===== src/rtl/rot_pkg.sv =====
// Shared types and helpers for the rotary-encoder controller.
//   step_sel_t  : step-size selector advanced by the push-button
//   dec_state_t : quadrature decoder state
//   step_of()   : maps a selector to one of the three configured step sizes
package rot_pkg;

  typedef enum logic [1:0] {
    STEP_1   = 2'd0,
    STEP_10  = 2'd1,
    STEP_100 = 2'd2
  } step_sel_t;

  typedef enum logic [1:0] {
    IDLE    = 2'd0,
    UP_WAIT = 2'd1,
    DN_WAIT = 2'd2
  } dec_state_t;

  // Step sizes are module parameters, so the caller passes them in.
  function automatic int unsigned step_of(input step_sel_t sel, input int unsigned s0,
                                          input int unsigned s1, input int unsigned s2);
    case (sel)
      STEP_10:  return s1;
      STEP_100: return s2;
      default:  return s0;
    endcase
  endfunction

endpackage


===== src/rtl/rot_debounce.sv =====
// Two-flop synchroniser followed by a stability counter for one encoder contact.
//   clk_i     : clock
//   rst_i     : asynchronous active-high reset
//   rst_val_i : value held by the synchroniser and debounced output during reset
//   async_i   : raw asynchronous contact input
//   deb_o     : debounced level; follows the synchronised input after DEB_LEN
//               consecutive cycles of disagreement
module rot_debounce #(
  parameter int unsigned DEB_LEN = 4
) (
  input  logic clk_i,
  input  logic rst_i,
  input  logic rst_val_i,
  input  logic async_i,
  output logic deb_o
);

  localparam int unsigned CntW = (DEB_LEN > 1) ? $clog2(DEB_LEN) : 1;
  localparam logic [CntW-1:0] LastCnt = CntW'(DEB_LEN - 1);

  logic            sync1_q, sync2_q;
  logic            deb_q, deb_d;
  logic [CntW-1:0] cnt_q, cnt_d;

  always_comb begin
    deb_d = deb_q;
    cnt_d = '0;
    // Any cycle of agreement clears the run; the DEB_LEN-th differing cycle commits.
    if (sync2_q != deb_q) begin
      if (cnt_q == LastCnt) begin
        deb_d = sync2_q;
      end else begin
        cnt_d = cnt_q + 1'b1;
      end
    end
  end

  always_ff @(posedge clk_i or posedge rst_i) begin
    if (rst_i) begin
      sync1_q <= rst_val_i;
      sync2_q <= rst_val_i;
      deb_q   <= rst_val_i;
      cnt_q   <= '0;
    end else begin
      sync1_q <= async_i;
      sync2_q <= sync1_q;
      deb_q   <= deb_d;
      cnt_q   <= cnt_d;
    end
  end

  assign deb_o = deb_q;

endmodule


===== src/rtl/rotary_encoder_ctrl.sv =====
// Front-panel rotary-encoder controller: debounces A/B/C, decodes quadrature
// detents into step requests, keeps a bounded accumulator and publishes it at a
// fixed rate.
//   Fg_clk   : clock            Reset    : async active-high reset
//   Rot_A/B  : encoder channels Rot_C    : push-button (cycles step size)
//   Floor    : dynamic lower clamp
//   Load     : preset strobe    Load_val : preset value
//   address  : published value  FreqChng : pulse when published value changed
//   Step_sel : step index       Dir      : direction of last detent (1 = up)
module rotary_encoder_ctrl
  import rot_pkg::*;
#(
  parameter int unsigned CNT_W      = 11,
  parameter int unsigned CNT_MIN    = 0,
  parameter int unsigned CNT_MAX    = 1800,
  parameter int unsigned STEP0      = 1,
  parameter int unsigned STEP1      = 10,
  parameter int unsigned STEP2      = 100,
  parameter int unsigned DEB_LEN    = 4,
  parameter int unsigned UPD_PERIOD = 2400000,
  parameter int unsigned WRAP       = 0
) (
  input  logic             Fg_clk,
  input  logic             Reset,
  input  logic             Rot_A,
  input  logic             Rot_B,
  input  logic             Rot_C,
  input  logic [CNT_W-1:0] Floor,
  input  logic             Load,
  input  logic [CNT_W-1:0] Load_val,
  output logic [CNT_W-1:0] address,
  output logic             FreqChng,
  output logic [1:0]       Step_sel,
  output logic             Dir
);

  localparam int unsigned W1    = CNT_W + 1;
  localparam int unsigned TickW = (UPD_PERIOD > 1) ? $clog2(UPD_PERIOD) : 1;
  localparam logic [TickW-1:0] TickLast = TickW'(UPD_PERIOD - 1);
  localparam logic [W1-1:0]    MinExt   = W1'(CNT_MIN);
  localparam logic [W1-1:0]    MaxExt   = W1'(CNT_MAX);

  logic a_deb, b_deb, c_deb;
  logic a_dly_q, b_dly_q, c_dly_q;
  logic a_fall_q, a_fall_d, b_fall_q, b_fall_d, c_rise_q, c_rise_d;

  dec_state_t       state_q, state_d;
  step_sel_t        sel_q, sel_d;
  logic             dir_q, dir_d;
  logic             step_up, step_dn;
  logic [CNT_W-1:0] cnt_q, cnt_d;
  logic [TickW-1:0] tick_q, tick_d;
  logic             tick;
  logic [CNT_W-1:0] addr_q, addr_d;
  logic             chng_q, chng_d;

  logic [W1-1:0] lo, cnt_ext, step_ext, sum, lo_step, floor_ext, load_ext;

  rot_debounce #(.DEB_LEN(DEB_LEN)) u_deb_a (
    .clk_i(Fg_clk), .rst_i(Reset), .rst_val_i(1'b1), .async_i(Rot_A), .deb_o(a_deb)
  );
  rot_debounce #(.DEB_LEN(DEB_LEN)) u_deb_b (
    .clk_i(Fg_clk), .rst_i(Reset), .rst_val_i(1'b1), .async_i(Rot_B), .deb_o(b_deb)
  );
  rot_debounce #(.DEB_LEN(DEB_LEN)) u_deb_c (
    .clk_i(Fg_clk), .rst_i(Reset), .rst_val_i(1'b0), .async_i(Rot_C), .deb_o(c_deb)
  );

  // Edge pulses are registered so the decoder sees clean one-cycle events.
  always_comb begin
    a_fall_d = a_dly_q & ~a_deb;
    b_fall_d = b_dly_q & ~b_deb;
    c_rise_d = ~c_dly_q & c_deb;
  end

  // Quadrature decoder: the first falling channel decides direction, the other
  // channel's fall closes the detent.
  always_comb begin
    state_d = state_q;
    dir_d   = dir_q;
    step_up = 1'b0;
    step_dn = 1'b0;
    case (state_q)
      IDLE: begin
        if (b_fall_q && !a_fall_q) begin
          state_d = UP_WAIT;
          step_up = 1'b1;
          dir_d   = 1'b1;
        end else if (a_fall_q && !b_fall_q) begin
          state_d = DN_WAIT;
          step_dn = 1'b1;
          dir_d   = 1'b0;
        end
      end
      UP_WAIT: if (a_fall_q) state_d = IDLE;
      DN_WAIT: if (b_fall_q) state_d = IDLE;
      default: state_d = IDLE;
    endcase
  end

  always_comb begin
    sel_d = sel_q;
    if (c_rise_q) begin
      case (sel_q)
        STEP_1:  sel_d = STEP_10;
        STEP_10: sel_d = STEP_100;
        default: sel_d = STEP_1;
      endcase
    end
  end

  // Accumulator; one extra bit keeps sums and lo+step free of overflow.
  always_comb begin
    floor_ext = {1'b0, Floor};
    load_ext  = {1'b0, Load_val};
    cnt_ext   = {1'b0, cnt_q};
    lo        = (floor_ext > MinExt) ? floor_ext : MinExt;
    step_ext  = W1'(step_of(sel_q, STEP0, STEP1, STEP2));
    sum       = cnt_ext + step_ext;
    lo_step   = lo + step_ext;
    cnt_d     = cnt_q;
    if (cnt_ext < lo) begin
      cnt_d = CNT_W'(lo);
    end else if (Load) begin
      if (load_ext < lo)          cnt_d = CNT_W'(lo);
      else if (load_ext > MaxExt) cnt_d = CNT_W'(MaxExt);
      else                        cnt_d = Load_val;
    end else if (step_up) begin
      // Wrap only from the bound itself; otherwise land on the bound first.
      if (sum > MaxExt) cnt_d = (WRAP != 0 && cnt_ext == MaxExt) ? CNT_W'(lo) : CNT_W'(MaxExt);
      else              cnt_d = CNT_W'(sum);
    end else if (step_dn) begin
      if (cnt_ext < lo_step) cnt_d = (WRAP != 0 && cnt_ext == lo) ? CNT_W'(MaxExt) : CNT_W'(lo);
      else                   cnt_d = CNT_W'(cnt_ext - step_ext);
    end
  end

  always_comb begin
    tick   = (tick_q == TickLast);
    tick_d = tick ? '0 : tick_q + 1'b1;
    addr_d = tick ? cnt_q : addr_q;
    chng_d = tick && (addr_q != cnt_q);
  end

  always_ff @(posedge Fg_clk or posedge Reset) begin
    if (Reset) begin
      a_dly_q  <= 1'b1;
      b_dly_q  <= 1'b1;
      c_dly_q  <= 1'b0;
      a_fall_q <= 1'b0;
      b_fall_q <= 1'b0;
      c_rise_q <= 1'b0;
      state_q  <= IDLE;
      sel_q    <= STEP_1;
      dir_q    <= 1'b0;
      cnt_q    <= CNT_W'(CNT_MIN);
      tick_q   <= '0;
      addr_q   <= CNT_W'(CNT_MIN);
      chng_q   <= 1'b0;
    end else begin
      a_dly_q  <= a_deb;
      b_dly_q  <= b_deb;
      c_dly_q  <= c_deb;
      a_fall_q <= a_fall_d;
      b_fall_q <= b_fall_d;
      c_rise_q <= c_rise_d;
      state_q  <= state_d;
      sel_q    <= sel_d;
      dir_q    <= dir_d;
      cnt_q    <= cnt_d;
      tick_q   <= tick_d;
      addr_q   <= addr_d;
      chng_q   <= chng_d;
    end
  end

  assign address  = addr_q;
  assign FreqChng = chng_q;
  assign Step_sel = sel_q;
  assign Dir      = dir_q;

endmodule


===== config.mk =====
export PLATFORM = sky130hd
export DESIGN_NAME = rotary_encoder_ctrl
export DESIGN_NICKNAME = d
export VERILOG_FILES = /design/src/rtl/rot_pkg.sv /design/src/rtl/rot_debounce.sv /design/src/rtl/rotary_encoder_ctrl.sv
export SDC_FILE = /design/constraint.sdc
export NUM_CORES = 1
export LEC_CHECK = 0
export CAP_MARGIN = 25
export CORE_ASPECT_RATIO = 1.25
export CORE_UTILIZATION = 59
export DETAILED_ROUTE_END_ITERATION = 16
export GPL_TIMING_DRIVEN = 0
export PLACE_DENSITY = 0.93
export SETUP_SLACK_MARGIN = 0.4
export SYNTH_ARGS = -nofsm -noshare
export SYNTH_HDL_FRONTEND = slang
export SYNTH_SLANG_ARGS = --single-unit

===== constraint.sdc =====
create_clock -name Fg_clk -period 4.4 [get_ports Fg_clk]
set_input_delay 0.66 -clock Fg_clk [delete_from_list [all_inputs] [get_ports Fg_clk]]
set_output_delay 0.66 -clock Fg_clk [all_outputs]
set_load 0.01 [all_outputs]

==> impl_results.md <==
* Adder-cell share of the synthesized area at approximately 15%
* Hold Vio Cnt, Final at 0
* Max-slew violations at 0
* Max FO, Critical Path at 6
* P_leak at approximately 0.0027 µW
* CTS tree: yes
* CP startpoint kind: input port
* Final Cycle Share at 90.6%
* Worst hold slack at ~0.36 ns
* WP depth at 21
* Most common cell after layout, fill and taps aside: dfrtp_1
* Port bufs at 42
* Slew HR at between 40% and 50%
* Residual overflow from global routing at 0
* H-tree depth at 3
* CP max stage cell: fa_2
* Worst Setup SP: Floor[0]
* Mean post-synth cell area at around 9.4 µm²
* R2R Path Start: Step_sel[0]
* Vias in the first global route at 4557
* Worst Setup EP: cnt_q[1]
* Layout fillers at approximately 600
* Tot GR Track Use at between 20% and 30%
* Post-DR wirelength/cell at roughly 18 µm
* Final nets at 705
* Area delta synth->final at 19.4%
* Worst slew pin tran at roughly 0.89 ns
* Vias post-DR at approximately 4.5k
* Synth Area in Simple Gates at 16.9%
* R2R cell count at 22
* Critical path endpoint category: register
* Delay-heaviest family, CP: compound AO/OA/AOI/OAI gates
* DIE WIDTH at 85.7 µm
* Worst vdd ir at ~370 µV
* Sequential share of the synthesized area at roughly 35%
* Post-synthesis cell area at roughly 0.0052 mm²
* CTS Buffer Depth at 2
* Status: complete, no violations
* Worst-Skew Late Latency at about 0.36 ns
* FP Rows at 37
* EDFF count, synth at 0
* # DRC at 0
* CP Buf/Inv Count at 3
* Vias/cell at ~6
* Clk sinks at 71
* Cts hold-fix bufs at 0
* Largest net degree at the start of global routing at 43
* Post-placement cell count at just over 700
* Ys Warns at 0
* Mapped Cells at 553
* Clock Skew at 0.0104 ns
* Worst hold path type: reg -> reg
* Root Buffer: clkbuf_8
* Clock transition at the registers of the reported paths at 0.08 ns
* CP peak stage delay at around 0.34 ns
* Maxcap violations at 0
* Initial antenna violation count at 0
* Ant. Diodes at 0
* Crit-path cells: dlygate4sd2_1 > clkbuf_2 > ha_4 > fa_2 > a21o_1 > a21oi_2 > nor2_1 > nor2_2 > nor2b_2 > o21ai_2 > xnor2_1 > ha_2 > o21ai_2 > nand2b_1 > a21oi_4 > nor3_4 > buf_6 > mux2i_1 > a21oi_1 > a21boi_2 > a211oi_2
* Critical Path AT at around 4.3 ns
* GPL Wtd Cong at between 0.9 and 1
* TritonRoute pass-1 iters at 5
* 1st-iter DRT viols at 277
* Final setup fails at 0
* CP required at ~4.7 ns
* IO Pins at 43
* Ys async rst share at between 90% and 100%
* Die ar. at ~0.0091 mm²
* Primary FF master, synth: dfrtp_1
* Initial core utilization at between 60% and 70%
* Dpl hpwl at 9490 µm
* Die height at ~110 µm
* Most used cell, CP: o21ai_2
* Synth Area in Compound Gates at between 15 and 20%
* Min Clock Period, post-route at around 4.0 ns
* Post-Syn Nets at roughly 640
* Main combinational cell family by area after synthesis: simple AND/OR/NAND/NOR gates
* F_max at approximately 250 MHz
* Xor and xnor fraction of the mapped netlist area at a little over 9%
* Crit path kind: in -> reg
* Core area at approximately 0.0084 mm²
* Global-route wire length before repair at around 21000 µm
* Yosys reg bits at 71
* ANT nets after route at 0
* R2R Setup Slk at ~0.43 ns
* R2r endpoint: cnt_q[1]
* Share of layout cells above drive strength 1 at between 10% and 20%
* Post-synthesis mux area share at under 10%
* PD cells at ~660 mW/mm²
* Commonest non-fill, non-tap cells in the layout: 63 x dfrtp_1, 51 x ha_1, 43 x nor2_1
* WL final at 13200 µm
* Fin cells at roughly 740
* Total CTS buffers at 9
* RSZ-0062 raised after global routing: yes
* Unique masters post-synth at 58
==> routing by layer <==
| layer | track usage [%] | part of all wire [%] |
|---|---|---|
| met5 | 0 | 0 |
| met3 | 5.77 | 6.7 |
| met4 | 16.2 | 3.7 |
| met1 | 33.5 | 38 |
| met2 | 51.7 | 51 |
==> registers in the layout, summed over array words and instances (netlist names), 2 cells and up <==
name           flops
Step_sel           2
state_q            2
u_deb_c.cnt_q      2
cnt_q             11
tick_q            22
address           11
u_deb_a.cnt_q      2
u_deb_b.cnt_q      2
==> synthesized netlist by cell type, types with 4 or more instances <==
cell type / instances / area [µm²]
inv_1: 32 / 120
xor2_1: 17 / 149
clkbuf_1: 18 / 67.6
and2_1: 5 / 31.3
nor2b_1: 14 / 87.6
mux2i_1: 6 / 60.1
ha_1: 57 / 713
or3_1: 5 / 31.3
or2_2: 5 / 31.3
and3_1: 5 / 31.3
mux2_2: 15 / 169
nand2_1: 28 / 105
nand4_1: 6 / 37.5
nor2_1: 45 / 169
a221oi_1: 5 / 43.8
a211o_1: 5 / 43.8
dfstp_2: 8 / 210
nand3_1: 16 / 80.1
nor4_1: 5 / 31.3
a211oi_1: 13 / 97.6
a21oi_1: 37 / 185
o21ai_0: 25 / 125
nor3_1: 15 / 75.1
nand2b_1: 6 / 37.5
a21o_1: 5 / 37.5
dfrtp_1: 63 / 1580
xnor2_1: 37 / 324
o21a_1: 4 / 30.0
==> report_power, final <==
group / total (µW) / leakage [µW] / switching (µW) / internal [µW]
logic: 2510 / 0.00169 / 1420 / 1090
clock network: 542 / 0.0000989 / 263 / 279
registers: 990 / 0.000899 / 183 / 807
total: 4040 / 0.00269 / 1870 / 2170
==> layout make-up <==
class / count / area [µm²] / area share, %
sequential: 71 / 1790 / 28.9
buffer: 20 / 91.3 / 1.48
tap: 117 / 146 / 2.37
clock inverter: 6 / 67.6 / 1.09
clock buffer: 10 / 138 / 2.23
inverter: 32 / 123 / 1.99
multi-input combinational: 430 / 3300 / 53.5
timing repair buffer: 53 / 520 / 8.43
==> how the worst min path moves through the flow <==
stage	to	cells after the start	start
final	u_deb_b.sync2_q	0	u_deb_b.sync1_q
after global routing	u_deb_b.sync2_q	0	u_deb_b.sync1_q
after CTS	u_deb_b.sync2_q	0	u_deb_b.sync1_q
after detailed placement	u_deb_c.sync2_q	0	u_deb_c.sync1_q
after global placement	u_deb_c.sync2_q	0	u_deb_c.sync1_q
after floorplan	u_deb_c.sync2_q	0	u_deb_c.sync1_q
==> cells by family (layout without fill, tap and decap cells) <==
kind of cell,Yosys count,after routing
buffers and inverters,52,121
flip-flops,71,71
XOR/XNOR,54,54
AND/OR/NAND/NOR,170,170
adder cells (fa/ha/maj),60,60
AO/OA/AOI/OAI,125,125
multiplexers,21,21
==> per-stage QoR <==
step | power [µW] | util [%] | TNS [ns] | worst slack, ns | instance area [µm²]
floorplan | 2590 | - | 0 | 0.438 | 5170
global placement | 3010 | 68.5 | -4.39 | -0.553 | 5740
detailed placement | 3130 | 68.7 | -5.02 | -0.633 | 5760
CTS | 3790 | 72.0 | 0 | 0.385 | 6030
global route | 4310 | 73.7 | 0 | 0.291 | 6170
finish | 4040 | 73.7 | 0 | 0.413 | 6170
==> repair_timing <==
item / 4_1_cts / 5_1_grt
pin swaps: 6 / 13
endpoints found under the setup margin: 11 / 11
gates resized for setup: 15 / 28
gates cloned: 0 / 1
endpoints found under the hold margin: 0 / 0
setup buffers: 4 / 5
Power figures use the tool's default switching activity.
